### src/rtl/frame_detector_mc.sv
// Multi-channel frame detector: hunts for HEADER, checks length and CRC-16/CCITT,
// stores good frames in a two-bank ping-pong buffer and replays them on a
// valid/ready stream (optionally Gray-coded) with channel mask and SOF/EOF.
module frame_detector_mc #(
    parameter int              DATA_W    = 16,
    parameter int              CH_NUM    = 8,
    parameter int              MAX_WORDS = 8,
    parameter logic [DATA_W-1:0] HEADER  = DATA_W'(16'hE0E0),
    parameter bit              GRAY_EN   = 1'b1
) (
    input  logic              clk_in,
    input  logic              rst_n,
    input  logic [DATA_W-1:0] data_in,
    input  logic              data_in_vld,
    input  logic              out_ready,
    output logic              out_valid,
    output logic [DATA_W-1:0] out_data,
    output logic [CH_NUM-1:0] out_ch_mask,
    output logic              out_sof,
    output logic              out_eof,
    output logic              crc_err,
    output logic              len_err,
    output logic              frame_drop,
    output logic              buf_full,
    output logic              buf_empty,
    output logic [15:0]       good_cnt,
    output logic [15:0]       err_cnt
);

    localparam int         DEPTH   = 2 * MAX_WORDS;
    localparam int         ADDR_W  = $clog2(DEPTH);
    localparam logic [7:0] MAX_LEN = 8'(MAX_WORDS);

    typedef enum logic [1:0] {RX_HUNT, RX_LEN, RX_DATA, RX_CRC} rx_state_t;
    typedef enum logic       {TX_IDLE, TX_SEND} tx_state_t;

    // One beat of CRC-16/CCITT (poly 0x1021), word fed MSB first.
    function automatic logic [15:0] crc_fold(input logic [15:0] crc, input logic [DATA_W-1:0] word);
        logic [15:0] c;
        logic        fb;
        c = crc;
        for (int i = DATA_W - 1; i >= 0; i--) begin
            fb = c[15] ^ word[i];
            c  = {c[14:0], 1'b0};
            if (fb) c = c ^ 16'h1021;
        end
        return c;
    endfunction

    rx_state_t             rx_state_q, rx_state_d;
    logic [7:0]            rx_cnt_q, rx_cnt_d;
    logic [7:0]            rx_len_q, rx_len_d;
    logic [CH_NUM-1:0]     rx_mask_q, rx_mask_d;
    logic [15:0]           crc_q, crc_d;
    logic                  wr_bank_q, wr_bank_d;
    logic                  rd_bank_q, rd_bank_d;
    logic [1:0]            bank_full_q, bank_full_d;
    logic [1:0][CH_NUM-1:0] bank_mask_q, bank_mask_d;
    logic [1:0][7:0]       bank_len_q, bank_len_d;
    tx_state_t             tx_state_q, tx_state_d;
    logic [7:0]            tx_idx_q, tx_idx_d;
    logic                  crc_err_q, crc_err_d;
    logic                  len_err_q, len_err_d;
    logic                  frame_drop_q, frame_drop_d;
    logic                  buf_full_q, buf_full_d;
    logic                  buf_empty_q, buf_empty_d;
    logic [15:0]           good_cnt_q, good_cnt_d;
    logic [15:0]           err_cnt_q, err_cnt_d;

    logic [DATA_W-1:0]     mem [DEPTH];
    logic [DATA_W-1:0]     rd_data_q;
    logic                  mem_we;
    logic [ADDR_W-1:0]     wr_addr;
    logic                  rd_en;
    logic [ADDR_W-1:0]     rd_addr;
    logic [ADDR_W-1:0]     wr_base;
    logic [ADDR_W-1:0]     rd_base;
    logic                  rx_commit;
    logic                  tx_free;
    logic [7:0]            len_field;
    logic [7:0]            cur_len;
    logic                  tx_last;

    assign wr_base   = wr_bank_q ? ADDR_W'(MAX_WORDS) : '0;
    assign rd_base   = rd_bank_q ? ADDR_W'(MAX_WORDS) : '0;
    assign len_field = data_in[7:0];
    assign cur_len   = bank_len_q[rd_bank_q];
    assign tx_last   = (tx_idx_q == cur_len - 8'd1);

    // Receive FSM: header hunt, length check, payload capture, CRC verdict.
    always_comb begin
        rx_state_d   = rx_state_q;
        rx_cnt_d     = rx_cnt_q;
        rx_len_d     = rx_len_q;
        rx_mask_d    = rx_mask_q;
        crc_d        = crc_q;
        wr_bank_d    = wr_bank_q;
        crc_err_d    = 1'b0;
        len_err_d    = 1'b0;
        frame_drop_d = 1'b0;
        good_cnt_d   = good_cnt_q;
        err_cnt_d    = err_cnt_q;
        mem_we       = 1'b0;
        wr_addr      = wr_base + ADDR_W'(rx_cnt_q);
        rx_commit    = 1'b0;
        if (data_in_vld) begin
            case (rx_state_q)
                RX_HUNT: begin
                    if (data_in == HEADER) begin
                        // Only both-full blocks a frame: banks fill and drain in order.
                        if (&bank_full_q) frame_drop_d = 1'b1;
                        else              rx_state_d   = RX_LEN;
                    end
                end
                RX_LEN: begin
                    if (len_field == 8'd0 || len_field > MAX_LEN) begin
                        len_err_d  = 1'b1;
                        err_cnt_d  = (err_cnt_q == 16'hFFFF) ? err_cnt_q : err_cnt_q + 16'd1;
                        rx_state_d = RX_HUNT;
                    end else begin
                        rx_mask_d  = data_in[DATA_W-1 -: CH_NUM];
                        rx_len_d   = len_field;
                        rx_cnt_d   = 8'd0;
                        crc_d      = crc_fold(16'hFFFF, data_in);
                        rx_state_d = RX_DATA;
                    end
                end
                RX_DATA: begin
                    mem_we   = 1'b1;
                    crc_d    = crc_fold(crc_q, data_in);
                    rx_cnt_d = rx_cnt_q + 8'd1;
                    if (rx_cnt_q == rx_len_q - 8'd1) rx_state_d = RX_CRC;
                end
                RX_CRC: begin
                    if (data_in[15:0] == crc_q) begin
                        rx_commit  = 1'b1;
                        wr_bank_d  = ~wr_bank_q;
                        good_cnt_d = (good_cnt_q == 16'hFFFF) ? good_cnt_q : good_cnt_q + 16'd1;
                    end else begin
                        crc_err_d  = 1'b1;
                        err_cnt_d  = (err_cnt_q == 16'hFFFF) ? err_cnt_q : err_cnt_q + 16'd1;
                    end
                    rx_state_d = RX_HUNT;
                end
                default: rx_state_d = RX_HUNT;
            endcase
        end
    end

    // Transmit FSM: prefetches the next word so the registered RAM read lines up with the handshake.
    always_comb begin
        tx_state_d = tx_state_q;
        tx_idx_d   = tx_idx_q;
        rd_bank_d  = rd_bank_q;
        rd_en      = 1'b0;
        rd_addr    = rd_base + ADDR_W'(tx_idx_q);
        tx_free    = 1'b0;
        case (tx_state_q)
            TX_IDLE: begin
                if (bank_full_q[rd_bank_q]) begin
                    tx_state_d = TX_SEND;
                    tx_idx_d   = 8'd0;
                    rd_en      = 1'b1;
                    rd_addr    = rd_base;
                end
            end
            TX_SEND: begin
                if (out_ready) begin
                    if (tx_last) begin
                        tx_free    = 1'b1;
                        rd_bank_d  = ~rd_bank_q;
                        tx_state_d = TX_IDLE;
                    end else begin
                        tx_idx_d = tx_idx_q + 8'd1;
                        rd_en    = 1'b1;
                        rd_addr  = rd_base + ADDR_W'(tx_idx_q + 8'd1);
                    end
                end
            end
            default: tx_state_d = TX_IDLE;
        endcase
    end

    // Bank bookkeeping: RX fills the write bank while TX frees the read bank; they never collide.
    always_comb begin
        bank_full_d = bank_full_q;
        bank_mask_d = bank_mask_q;
        bank_len_d  = bank_len_q;
        if (rx_commit) begin
            bank_full_d[wr_bank_q] = 1'b1;
            bank_mask_d[wr_bank_q] = rx_mask_q;
            bank_len_d[wr_bank_q]  = rx_len_q;
        end
        if (tx_free) bank_full_d[rd_bank_q] = 1'b0;
        buf_full_d  = &bank_full_q;
        buf_empty_d = ~|bank_full_q;
    end

    // State and status registers.
    always_ff @(posedge clk_in) begin
        if (!rst_n) begin
            rx_state_q   <= RX_HUNT;
            rx_cnt_q     <= '0;
            rx_len_q     <= '0;
            rx_mask_q    <= '0;
            crc_q        <= 16'hFFFF;
            wr_bank_q    <= 1'b0;
            rd_bank_q    <= 1'b0;
            bank_full_q  <= '0;
            bank_mask_q  <= '0;
            bank_len_q   <= '0;
            tx_state_q   <= TX_IDLE;
            tx_idx_q     <= '0;
            crc_err_q    <= 1'b0;
            len_err_q    <= 1'b0;
            frame_drop_q <= 1'b0;
            buf_full_q   <= 1'b0;
            buf_empty_q  <= 1'b1;
            good_cnt_q   <= '0;
            err_cnt_q    <= '0;
        end else begin
            rx_state_q   <= rx_state_d;
            rx_cnt_q     <= rx_cnt_d;
            rx_len_q     <= rx_len_d;
            rx_mask_q    <= rx_mask_d;
            crc_q        <= crc_d;
            wr_bank_q    <= wr_bank_d;
            rd_bank_q    <= rd_bank_d;
            bank_full_q  <= bank_full_d;
            bank_mask_q  <= bank_mask_d;
            bank_len_q   <= bank_len_d;
            tx_state_q   <= tx_state_d;
            tx_idx_q     <= tx_idx_d;
            crc_err_q    <= crc_err_d;
            len_err_q    <= len_err_d;
            frame_drop_q <= frame_drop_d;
            buf_full_q   <= buf_full_d;
            buf_empty_q  <= buf_empty_d;
            good_cnt_q   <= good_cnt_d;
            err_cnt_q    <= err_cnt_d;
        end
    end

    // Payload RAM write port.
    always_ff @(posedge clk_in) begin
        if (mem_we) mem[wr_addr] <= data_in;
    end

    // Payload RAM registered read; holds its value while the output is stalled.
    always_ff @(posedge clk_in) begin
        if (!rst_n)     rd_data_q <= '0;
        else if (rd_en) rd_data_q <= mem[rd_addr];
    end

    assign out_valid   = (tx_state_q == TX_SEND);
    assign out_data    = !out_valid ? '0 : (GRAY_EN ? (rd_data_q ^ (rd_data_q >> 1)) : rd_data_q);
    assign out_ch_mask = out_valid ? bank_mask_q[rd_bank_q] : '0;
    assign out_sof     = out_valid && (tx_idx_q == 8'd0);
    assign out_eof     = out_valid && tx_last;
    assign crc_err     = crc_err_q;
    assign len_err     = len_err_q;
    assign frame_drop  = frame_drop_q;
    assign buf_full    = buf_full_q;
    assign buf_empty   = buf_empty_q;
    assign good_cnt    = good_cnt_q;
    assign err_cnt     = err_cnt_q;

endmodule

### config.mk
export PLATFORM = sky130hd
export DESIGN_NAME = frame_detector_mc
export DESIGN_NICKNAME = d
export VERILOG_FILES = /design/src/rtl/frame_detector_mc.sv
export SDC_FILE = /design/constraint.sdc
export NUM_CORES = 1
export LEC_CHECK = 0
export CELL_PAD_IN_SITES_DETAIL_PLACEMENT = 0
export CELL_PAD_IN_SITES_GLOBAL_PLACEMENT = 1
export CORE_MARGIN = 2
export CORE_UTILIZATION = 49
export DETAILED_ROUTE_END_ITERATION = 6
export GPL_ROUTABILITY_DRIVEN = 0
export PLACE_DENSITY_LB_ADDON = 0.15
export SKIP_LAST_GASP = 1
export SYNTH_ARGS = -nofsm -noshare
export SYNTH_HDL_FRONTEND = slang
export SYNTH_SLANG_ARGS = --single-unit
export TNS_END_PERCENT = 10
### constraint.sdc
create_clock -name clk_in -period 5.5 [get_ports clk_in]
set_input_delay 1.1 -clock clk_in [delete_from_list [all_inputs] [get_ports clk_in]]
set_output_delay 1.1 -clock clk_in [all_outputs]
set_load 0.01 [all_outputs]
==> run metrics <==
Synth cell types 63; number of synthesized register bits 396; Worst-Margin Slew 1.14 ns; Fillers 2993; DIE AREA 37300 sq um; Relative slew margins 0.242; drt pass-1 iters 5; Synth top area share 0.438; Power, Total 0.00614 W; top cells by area, synth edfxtp_1 44%, dfxtp_1 16%, mux2i_1 6.4%; CP Cell Sequence buf_4 -> nor4b_2 -> o21ai_1 -> nor4_1 -> nor3_1 -> nor4_1 -> clkdlybuf4s50_1; critical path type flop to primary output; fin crit share 0.853; initial antenna violation count 0; final hold vios 0; WP data required 4.40 ns; Ant. Diodes 0; xor/xnor cell area share of the yosys netlist 0.0829; Max Buffers Root-to-Sink 3; critical path's slowest cell dfxtp_1; grt total ovfl 0; fin area 20300 sq um; fin nets 1580; routed len/inst 21.2 microns; ys async rst share 0; mux share of post-synthesis cell area 0.0851; fraction of the mapped netlist area in simple logic gates 0.124; vias in the first global route 11100; # clock sinks 396; drc violations 0; Via-to-Cell Ratio 5.58; clock latency on the worst-skew pair 0.54 ns; DP HPWL 27300 microns; number of synthesized flops with an enable pin 256; run status completed; first-pass GRT wire length 66200 microns; post-synth top area cell edfxtp_1; Syn Inst Count 1460; synth warn 0; CTS Hold Buffers Added 0; crit start category flop; CTS tree done; I/O pin total 84; Post-Route WL 43400 microns; endpoints failing setup 0; mean post-synth cell area 12.0 sq um; core footprint 35400 sq um; crit-path max cell delay 0.66 ns; Vias 11400; Placed Area 19000 sq um; post-synthesis adder-cell area fraction 0.00713; number of setup buffers added after CTS 0; Port Buf Inserts 83; prevailing post-synth register cell edfxtp_1; syn_nets 1490; setup TNS 0 ns; initial DRC count 849; worst hold slack 0.454 ns; largest family of logic cells by synthesized area simple AND/OR/NAND/NOR gates; CP dominant cell by count nor4_1; post-synthesis sequential area ratio 0.598; pwr dens 302 nW/um^2; Layout Skew 0.0132 ns; area grow syn2layout 15.8%; Die X 193 microns; Final ANT Viol Nets 0; Clock Root Buffer clkbuf_16; Initial Utilization 0.496; fin util 0.574; crit path capture type primary output; Peak VDD IR 0.000203 V; CTS resizes 0; unrepaired setup endpoints after global routing false; largest net degree at the start of global routing 78; site row count 69; CTS Buf Count 42; die height 193 microns; GR Util All Layers 0.230; fmax 0.213 GHz; Max Cap Viol 0; layout cells sized above 1 0.102; Pleak 7.56 nW; Hold Crit Class flop to flop; CP arrival 3.59 ns; Mapped Area 17500 sq um; fin crit period 4.69 ns; Max Fanout on Critical Path 20; Slew Limit Fails 0; htree depth 2; post-synthesis compound-gate area fraction 0.0773; clock slew seen by the registers of the worst setup and hold paths 0.06 ns
==> critical path: cells and delay by family (launching register included) <==
kind	cells	cell delay, ns
AO/OA/AOI/OAI	1	0.17
flip-flops	1	0.66
buffers and inverters	2	1.01
AND/OR/NAND/NOR	4	1.20
==> layout by cell type (no fill, tap or decap), types with 43 or more instances in the layout <==
master / Yosys / layout
buf_4: 3 / 47
a211oi_1: 55 / 55
xnor2_1: 111 / 111
edfxtp_1: 256 / 256
nor2_1: 124 / 124
clkdlybuf4s50_1: 0 / 83
mux2i_1: 112 / 112
clkbuf_16: 0 / 43
dfxtp_1: 140 / 140
nand2_1: 157 / 157
xor2_1: 55 / 55
a21oi_1: 43 / 43
==> sequential cells by signal (all words and copies together), names as in the netlist, 16 cells and up, named ones only <==
register     cells
bank_mask_q     16
bank_len_q      16
crc_q           16
good_cnt        16
rd_data_q       16
err_cnt         16
mem            256
==> cells in the mapped netlist (12+ instances only) <==
cell        n
a211oi_1   55
a21oi_1    43
and3_1     14
buf_2      19
clkbuf_1   55
dfxtp_1   140
edfxtp_1  256
mux2_2     33
mux2i_1   112
nand2_1   157
nand3_1    29
nand4_1    13
nor2_1    124
nor2b_1    37
nor3_1     14
o211a_1    15
o211ai_1   12
o21ai_0    26
or4_1      16
xnor2_1   111
xor2_1     55
==> power breakdown <==
part	switching [W]	internal [W]
Sequential	0.000000000238	0.00316
Combinational	0.000153	0.0000895
Clock	0.00114	0.00160
Total	0.00130	0.00485
==> per-stage QoR <==
stage / worst slack [ns] / cells
floorplan: 1.06 / 1460
global placement: 0.983 / 1967
detailed placement: 0.925 / 1967
CTS: 0.807 / 2043
global route: 0.591 / 2043
finish: 0.811 / 2043
==> cell families after synthesis <==
family                     Yosys count
DFF                                396
AOI/OAI and AO/OA                  191
muxes                              145
xor gates and xnor gates           166
buffers and inverters              100
and+or+nand+nor                    452
adders and majority gates           10
==> cell type report <==
type / count / area, sq um / area share
timing repair buffer: 133 / 1240 / 0.0612
sequential: 396 / 10500 / 0.516
multi-input combinational: 964 / 6630 / 0.326
clock buffer: 60 / 1180 / 0.0581
inverter: 13 / 48.8 / 0.00240
tap: 461 / 577 / 0.0284
clock inverter: 16 / 151 / 0.00745
==> layer usage <==
layer | vias to the layer above | GRT usage | wire length, microns
li1 | 5455 | - | -
met1 | 5578 | 0.334 | 20100
met2 | 315 | 0.366 | 20000
met3 | 61 | 0.0319 | 2500
met4 | 0 | 0.0565 | 832
met5 | - | 0 | 0
==> final timing paths <==
| kind | startpoint | to | slack [ns] | depth (start not counted) |
|---|---|---|---|---|
| setup / recovery | rd_bank_q | out_eof | 0.81 | 7 |
| hold / removal | bank_mask_q[2] | bank_mask_q[2] | 0.45 | 2 |
| setup reg to reg | rd_bank_q | rd_data_q[5] | 0.93 | 12 |
| hold reg to reg | bank_mask_q[2] | bank_mask_q[2] | 0.45 | 2 |
Power figures use the tool's default switching activity.
